--- src/rtl/mtimer.sv ---
// Machine timer: 64-bit mtime with prescaler, mtimecmp compare, MSIP bit and a
// small 32-bit register bus with a single-cycle registered response.
module mtimer #(
    parameter int unsigned PRESCALE  = 1,
    parameter logic [63:0] CMP_RESET = 64'hFFFF_FFFF_FFFF_FFFF
) (
    input  logic        clk,
    input  logic        rst,
    input  logic        req,
    input  logic        we,
    input  logic [4:0]  addr,
    input  logic [31:0] wdata,
    input  logic [3:0]  wstrb,
    output logic        rvalid,
    output logic [31:0] rdata,
    output logic        err,
    output logic        timer_irq,
    output logic        sw_irq
);

    typedef enum logic [2:0] {
        REG_MTIME_LO    = 3'd0,
        REG_MTIME_HI    = 3'd1,
        REG_MTIMECMP_LO = 3'd2,
        REG_MTIMECMP_HI = 3'd3,
        REG_MSIP        = 3'd4,
        REG_CTRL        = 3'd5
    } reg_e;

    localparam logic [15:0] PCNT_MAX = 16'(PRESCALE - 1);

    logic [63:0] r_mtime;
    logic [63:0] r_mtimecmp;
    logic        r_msip;
    logic [1:0]  r_ctrl;
    logic [15:0] r_pcnt;

    logic [2:0]  w_idx;
    logic        w_wr;
    logic        w_unmapped;
    logic        w_tick;
    logic [63:0] w_mtime_next;
    logic [63:0] w_mtimecmp_next;
    logic        w_msip_next;
    logic [1:0]  w_ctrl_next;
    logic [15:0] w_pcnt_next;
    logic [31:0] w_rd_val;
    logic        w_unused;

    assign w_idx      = addr[4:2];
    assign w_wr       = req & we;
    assign w_unmapped = (w_idx > REG_CTRL);
    assign w_unused   = ^addr[1:0];

    function automatic logic [31:0] merge_bytes(input logic [31:0] old_val,
                                                input logic [31:0] new_val,
                                                input logic [3:0]  strb);
        logic [31:0] res;
        for (int b = 0; b < 4; b++)
            res[8*b +: 8] = strb[b] ? new_val[8*b +: 8] : old_val[8*b +: 8];
        return res;
    endfunction

    // NOTE: every always_comb output gets a default first, so no path leaves it unassigned (no latch).
    always_comb begin
        w_tick          = r_ctrl[0] && (r_pcnt == PCNT_MAX);
        w_mtime_next    = r_mtime + 64'(w_tick);
        w_pcnt_next     = r_pcnt;
        w_mtimecmp_next = r_mtimecmp;
        w_msip_next     = r_msip;
        w_ctrl_next     = r_ctrl;
        if (r_ctrl[0])
            w_pcnt_next = w_tick ? 16'd0 : r_pcnt + 16'd1;
        // An mtime write replaces the whole increment for this cycle and restarts the phase.
        if (w_wr) begin
            case (w_idx)
                REG_MTIME_LO: begin
                    w_mtime_next = {r_mtime[63:32], merge_bytes(r_mtime[31:0], wdata, wstrb)};
                    w_pcnt_next  = 16'd0;
                end
                REG_MTIME_HI: begin
                    w_mtime_next = {merge_bytes(r_mtime[63:32], wdata, wstrb), r_mtime[31:0]};
                    w_pcnt_next  = 16'd0;
                end
                REG_MTIMECMP_LO:
                    w_mtimecmp_next[31:0] = merge_bytes(r_mtimecmp[31:0], wdata, wstrb);
                REG_MTIMECMP_HI:
                    w_mtimecmp_next[63:32] = merge_bytes(r_mtimecmp[63:32], wdata, wstrb);
                REG_MSIP:
                    if (wstrb[0]) w_msip_next = wdata[0];
                REG_CTRL:
                    if (wstrb[0]) w_ctrl_next = wdata[1:0];
                default: ;
            endcase
        end
    end

    always_comb begin
        w_rd_val = 32'd0;
        case (w_idx)
            REG_MTIME_LO:    w_rd_val = r_mtime[31:0];
            REG_MTIME_HI:    w_rd_val = r_mtime[63:32];
            REG_MTIMECMP_LO: w_rd_val = r_mtimecmp[31:0];
            REG_MTIMECMP_HI: w_rd_val = r_mtimecmp[63:32];
            REG_MSIP:        w_rd_val = {31'd0, r_msip};
            REG_CTRL:        w_rd_val = {30'd0, r_ctrl};
            default:         w_rd_val = 32'd0;
        endcase
    end

    // NOTE: sequential state uses non-blocking assignments so every register samples pre-edge values.
    always_ff @(posedge clk) begin
        if (rst) begin
            r_mtime    <= 64'd0;
            r_mtimecmp <= CMP_RESET;
            r_msip     <= 1'b0;
            r_ctrl     <= 2'b11;
            r_pcnt     <= 16'd0;
            rvalid     <= 1'b0;
            rdata      <= 32'd0;
            err        <= 1'b0;
            timer_irq  <= 1'b0;
        end else begin
            r_mtime    <= w_mtime_next;
            r_mtimecmp <= w_mtimecmp_next;
            r_msip     <= w_msip_next;
            r_ctrl     <= w_ctrl_next;
            r_pcnt     <= w_pcnt_next;
            rvalid     <= req;
            rdata      <= (req && !we) ? w_rd_val : 32'd0;
            err        <= req && w_unmapped;
            // Compare against post-update values so the irq lines up with the visible mtime.
            timer_irq  <= (w_mtime_next >= w_mtimecmp_next) && w_ctrl_next[1];
        end
    end

    assign sw_irq = r_msip;

endmodule

--- config.mk ---
export PLATFORM = sky130hd
export DESIGN_NAME = mtimer
export DESIGN_NICKNAME = d
export VERILOG_FILES = /design/src/rtl/mtimer.sv
export SDC_FILE = /design/constraint.sdc
export NUM_CORES = 1
export LEC_CHECK = 0
export CAP_MARGIN = 25
export CORE_UTILIZATION = 45
export CTS_CLUSTER_SIZE = 14
export DETAILED_ROUTE_END_ITERATION = 16
export PLACE_DENSITY_LB_ADDON = 0.2
export SLEW_MARGIN = 0
export SYNTH_ARGS = -nofsm -noshare
export SYNTH_HDL_FRONTEND = slang
export SYNTH_SLANG_ARGS = --single-unit
--- constraint.sdc ---
create_clock -name clk -period 8.65 [get_ports clk]
set_input_delay 2.1625 -clock clk [delete_from_list [all_inputs] [get_ports clk]]
set_output_delay 2.1625 -clock clk [all_outputs]
set_load 0.005 [all_outputs]
==> flow_metrics.tcl <==
set metrics [dict create \
    coreArea_mm2 0.0242 \
    clockPowerShare_pct 44.1 \
    root_buffer "clkbuf_16" \
    cts_buffer_depth 2 \
    ant_nets 0 \
    seq_power_share_pct 46.0 \
    worst_pin_slew_ns 1.11 \
    overflow 0 \
    cts_resized 0 \
    place_hpwl_um 25200 \
    via_count 10141 \
    fin_crit_ns 6.56 \
    yosysWarnings 0 \
    cp-start-kind "input pin" \
    switching_share_pct 27.0 \
    wl_per_cell_um 21.7 \
    worstPathArrival_ns 6.92 \
    max_clock_freq_ghz 0.152 \
    clock-sinks 182 \
    grt_max_degree 78 \
    initial_core_util_pct 45.8 \
    setup_ws_ns 2.09 \
    async_reset_ff_share_pct 0 \
    portBuffers 78 \
    worstHoldPathType "register to register" \
    cts_max_level 4 \
    status "complete, no violations" \
    place.gp.congestion 0.946 \
    vias_per_cell 6.23 \
    yosysUniqueCellTypes 69 \
    intPower_mw 1.37 \
    cts_tree "done" \
    cts_setup_buffers 0 \
    grt_pass1_wl_um 55100 \
    critPathMaxFanout 24 \
    syn_nets 1356 \
    vdd_ir_drop_max_mv 0.106 \
    numCtsBuffers 17 \
    grt_use_total_pct 27.8 \
    crit_required_ns 9.01 \
    finalClockSkew_ns 0.0119 \
    powerDensity_mw_per_mm2 147 \
    drt-pass1-iter-count 6 \
    drt_first_iter_violations 973 \
    clk_latency_ns 0.45 \
    finalCritPeriodShare_pct 75.8 \
    die_y_um 159 \
    max-slew-margin-rel_pct 25.5 \
    n_antenna_cell 0 \
    max-cap-violations 0 \
    cts_hold_buf 0 \
    cellLeakagePower_nw 4.50 \
    grt_antenna_before_repair 0 \
    grt_pass1_vias 9716 \
    ios 81 \
    ys_seq_elements 182 \
    setup.worst_path.class "input pin to register" \
    p_comb_share_pct 9.9 \
    die_area_mm2 0.0253 \
    p_sw_mw 0.506 \
    syn_to_final_growth_pct 15.2 \
    drive_gt1_share_pct 8.75 \
    synth_edf_count 0 \
    pre_cts_slack_ns 1.91 \
    nNetsFinal 1403 \
    final.setup.tns_ns 0 \
    synth_ff_type "dfxtp_1" \
    die_x_um 159 \
    endpoint_kind "register" \
    syn_area_mm2 0.0111 \
    synth_area_per_cell_um2 8.93 \
    rows 57 \
    hold_viol 0 \
    syn_inst 1243 \
    cts.clk_slew.worst_paths_ns 0.07 \
    drc 0 \
    seq_area_frac_synth_pct 32.8 \
    totalWireLength_um 35200 \
    rsz0062_at_grt "false" \
    final_max_slew_viol_count 0 \
    setup_violations 0 \
]
[sequential cells by signal (all words and copies together), names as in the netlist]
| signal | cells |
|---|---|
| r_pcnt | 16 |
| r_mtimecmp | 64 |
| err | 1 |
| sw_irq | 1 |
| r_mtime | 64 |
| rdata | 32 |
| rvalid | 1 |
| r_ctrl | 2 |
| timer_irq | 1 |
[cell usage after synthesis (31+ instances only)]
library cell,number,area (um2)
nor2b_1,35,219
dfxtp_1,182,3640
nor2_1,80,300
nand2b_1,76,475
clkbuf_1,54,203
nand2_1,89,334
a21oi_1,65,325
nor3b_1,31,233
nand4_1,41,257
nor3_1,39,195
mux2i_1,86,861
ha_1,68,851
nand3_1,52,260
[power by group through the flow]
stage | Clock (mW) | Sequential (mW) | Combinational [mW]
floorplan | 0 | 0.876 | 0.113
global placement | 0 | 0.881 | 0.182
detailed placement | 0 | 0.881 | 0.183
CTS | 0.839 | 0.862 | 0.184
global route | 0.873 | 0.864 | 0.200
finish | 0.826 | 0.862 | 0.186
[placed cells by master (no fill, tap or decap), drive strengths merged, types with 28 or more instances in the layout]
cell,n
mux4,28
nor2b,35
nor3,39
nor3b,31
a21oi,65
mux2i,86
nand3,53
o21ai,28
ha,68
nor2,80
nand4,42
nand2b,76
clkdlybuf4s50,74
nand2,89
dfxtp,182
[path summary, 6_finish.rpt]
path,startpoint,to,cells past startpoint,slack (ns)
min reg2reg,r_mtimecmp[16],r_mtimecmp[16],2,0.51
max,addr[4],timer_irq,14,2.09
max reg2reg,r_pcnt[0],timer_irq,20,2.85
min,r_mtimecmp[16],r_mtimecmp[16],2,0.51
[kinds of logic after synthesis]
kind of cell	count (synthesis)	synth area share, %
XOR/XNOR	40	3.16
adder cells (fa/ha/maj)	68	7.67
AO/OA/AOI/OAI	219	13.0
AND/OR/NAND/NOR	523	25.8
multiplexers	123	14.4
buffers and inverters	88	3.12
flip-flops	182	32.8
[final cells by class]
class                      instances  area [um2]
multi-input combinational        973        7140
clock buffer                      17         425
fill                            2273       11500
timing repair buffer              99         922
sequential                       182        3640
tap                              324         405
inverter                          17        63.8
clock inverter                    15         189
[worst max-delay path: stages]
cell	delay, ns
buf_2	0.28
buf_4	0.34
nand4bb_2	0.70
nor2_1	0.52
nor2_1	0.17
a311oi_1	0.34
nor3_1	0.12
ha_1	0.33
nand4_1	0.18
nor4_1	0.69
nand4_1	0.26
a31oi_1	0.38
o31ai_1	0.17
a211oi_1	0.25
[metal layers]
layer / GRT usage [%] / share of wire [%] / vias to the layer above
met1: 37.1 / 44 / 4840
met5: 0 / 0 / -
li1: - / - / 4742
met2: 44.3 / 46 / 458
met3: 4.45 / 7.2 / 101
met4: 12.9 / 3.7 / 0
[per-stage QoR]
step / area (um2) / power (mW) / instances / util, % / hold slack (ns)
after floorplan: 11100 / 0.988 / 1243 / - / 0.466
after global placement: 12100 / 1.06 / 1592 / 50.1 / 0.485
after detailed placement: 12200 / 1.06 / 1594 / 50.2 / 0.494
after CTS: 12800 / 1.89 / 1626 / 52.7 / 0.513
after global routing: 12800 / 1.94 / 1627 / 52.7 / 0.532
final: 12800 / 1.87 / 1627 / 52.7 / 0.514
Note: power is estimated with default switching activity, not from simulation.
==> RTL edit: new RTL, same settings <==
Change the parameter `CMP_RESET` from 64'hFFFF_FFFF_FFFF_FFFF to 64'h7FFFFFFFFFFFFFFF.
--- a/src/rtl/mtimer.sv
+++ b/src/rtl/mtimer.sv
@@ -3,5 +3,5 @@
 module mtimer #(
     parameter int unsigned PRESCALE  = 1,
-    parameter logic [63:0] CMP_RESET = 64'hFFFF_FFFF_FFFF_FFFF
+    parameter logic [63:0] CMP_RESET = 64'h7FFFFFFFFFFFFFFF
 ) (
     input  logic        clk,
Function: changed (a bounded check fails within 4 cycles, from zero or initial values and one cycle with rst high).
==> RTL edit against the unedited design <==
Power shrank 0.58%; routed wire length is 2.2% higher; fmax increased by 4.7%; cell area unchanged; setup slack improved by 290 ps; register-to-register slack better by 100 ps; area after synthesis about the same; synthesized cell count did not move; sequential cell count did not move; critical path type unchanged; critical endpoint unchanged.
==> RTL edit: results (changes against the unedited design) <==
| Metric | Value |
|---|---|
| Status | `finished clean` |
| Wire per inst | `22.1 um (+2.2%)` |
| Max Clock Freq | `160 MHz (+4.7%)` |
| Drt via density | `6.23 (about the same)` |
| Drt pass-1 iters | `7 (+1)` |
| Vias in the first global route | `9770 (+0.56%)` |
| Fraction of layout cells with a size suffix above 1 | `8.76% (about the same)` |
| Maximum fanout along the worst path | `8 (-67%)` |
| Routability Congestion | `0.953 (+0.72%)` |
| Area growth, synth to finish | `15.2% (about the same)` |
| Worst EP arrival | `6630 ps (-290 ps)` |
| Finished Cell Area | `12800 sq um (unchanged)` |
| Starting DRT DRC Count | `1135 (+17%)` |
| Place WS | `1970 ps (+58.3 ps)` |
| Hold_ws | `509 ps (-4.67 ps)` |
| Lkg Pwr | `4.49 nW (-0.21%)` |
| Pwr per Cell Area | `146 nW/um^2 (-0.58%)` |
| WL final | `36.0 mm (+2.2%)` |
| Post-DP HPWL | `25.3 mm (+0.42%)` |
| FFs & Latches | `182 (unchanged)` |
| Crit-path max cell delay | `820 ps (+120 ps)` |
| Nets | `1402 (-0.071%)` |
| R2R depth | `17 (-15%)` |
| Placed cell areas | `12100 sq um (-0.27%)` |
| Peak VDD IR | `0.0000929 V (-12%)` |
| First-pass GRT wire length | `55.9 mm (+1.4%)` |
| Non-CTS buffers | `98 (-1.0%)` |
| Largest net degree at the start of global routing | `67 (-14%)` |
| Reg power frac | `46.3% (+0.3 points)` |
| R2r startpoint | `r_pcnt[12]$_SDFF_PP0_` |
| Hold Path Origin | `r_mtimecmp[17]$_SDFF_PP1_` |
-- RTL edit: worst max-delay path by stage --
stage,start,endpoint,cells past startpoint
floorplan,addr[4],timer_irq$_SDFF_PP0_,15
global placement,we,timer_irq$_SDFF_PP0_,12
detailed placement,we,timer_irq$_SDFF_PP0_,12
CTS,we,timer_irq$_SDFF_PP0_,12
global route,we,timer_irq$_SDFF_PP0_,12
finish,we,timer_irq$_SDFF_PP0_,12
-- RTL edit: per-layer routing --
layer	global-route usage (%)	share of wire, %
met5	0	0
met1	37.3	43
met3	5.55	7.9
met4	11.5	3.3
met2	45.6	46
-- RTL edit: cell families (layout without fill, tap and decap cells) --
logic type	count (synthesis)	after routing	synth area share [%]
buf+inv	88	147	3.12
xor+xnor	40	40	3.16
mux	123	123	14.4
simple gates	523	523	25.8
fa+ha+maj	68	68	7.67
compound gates	219	219	13.0
flops	182	182	32.8
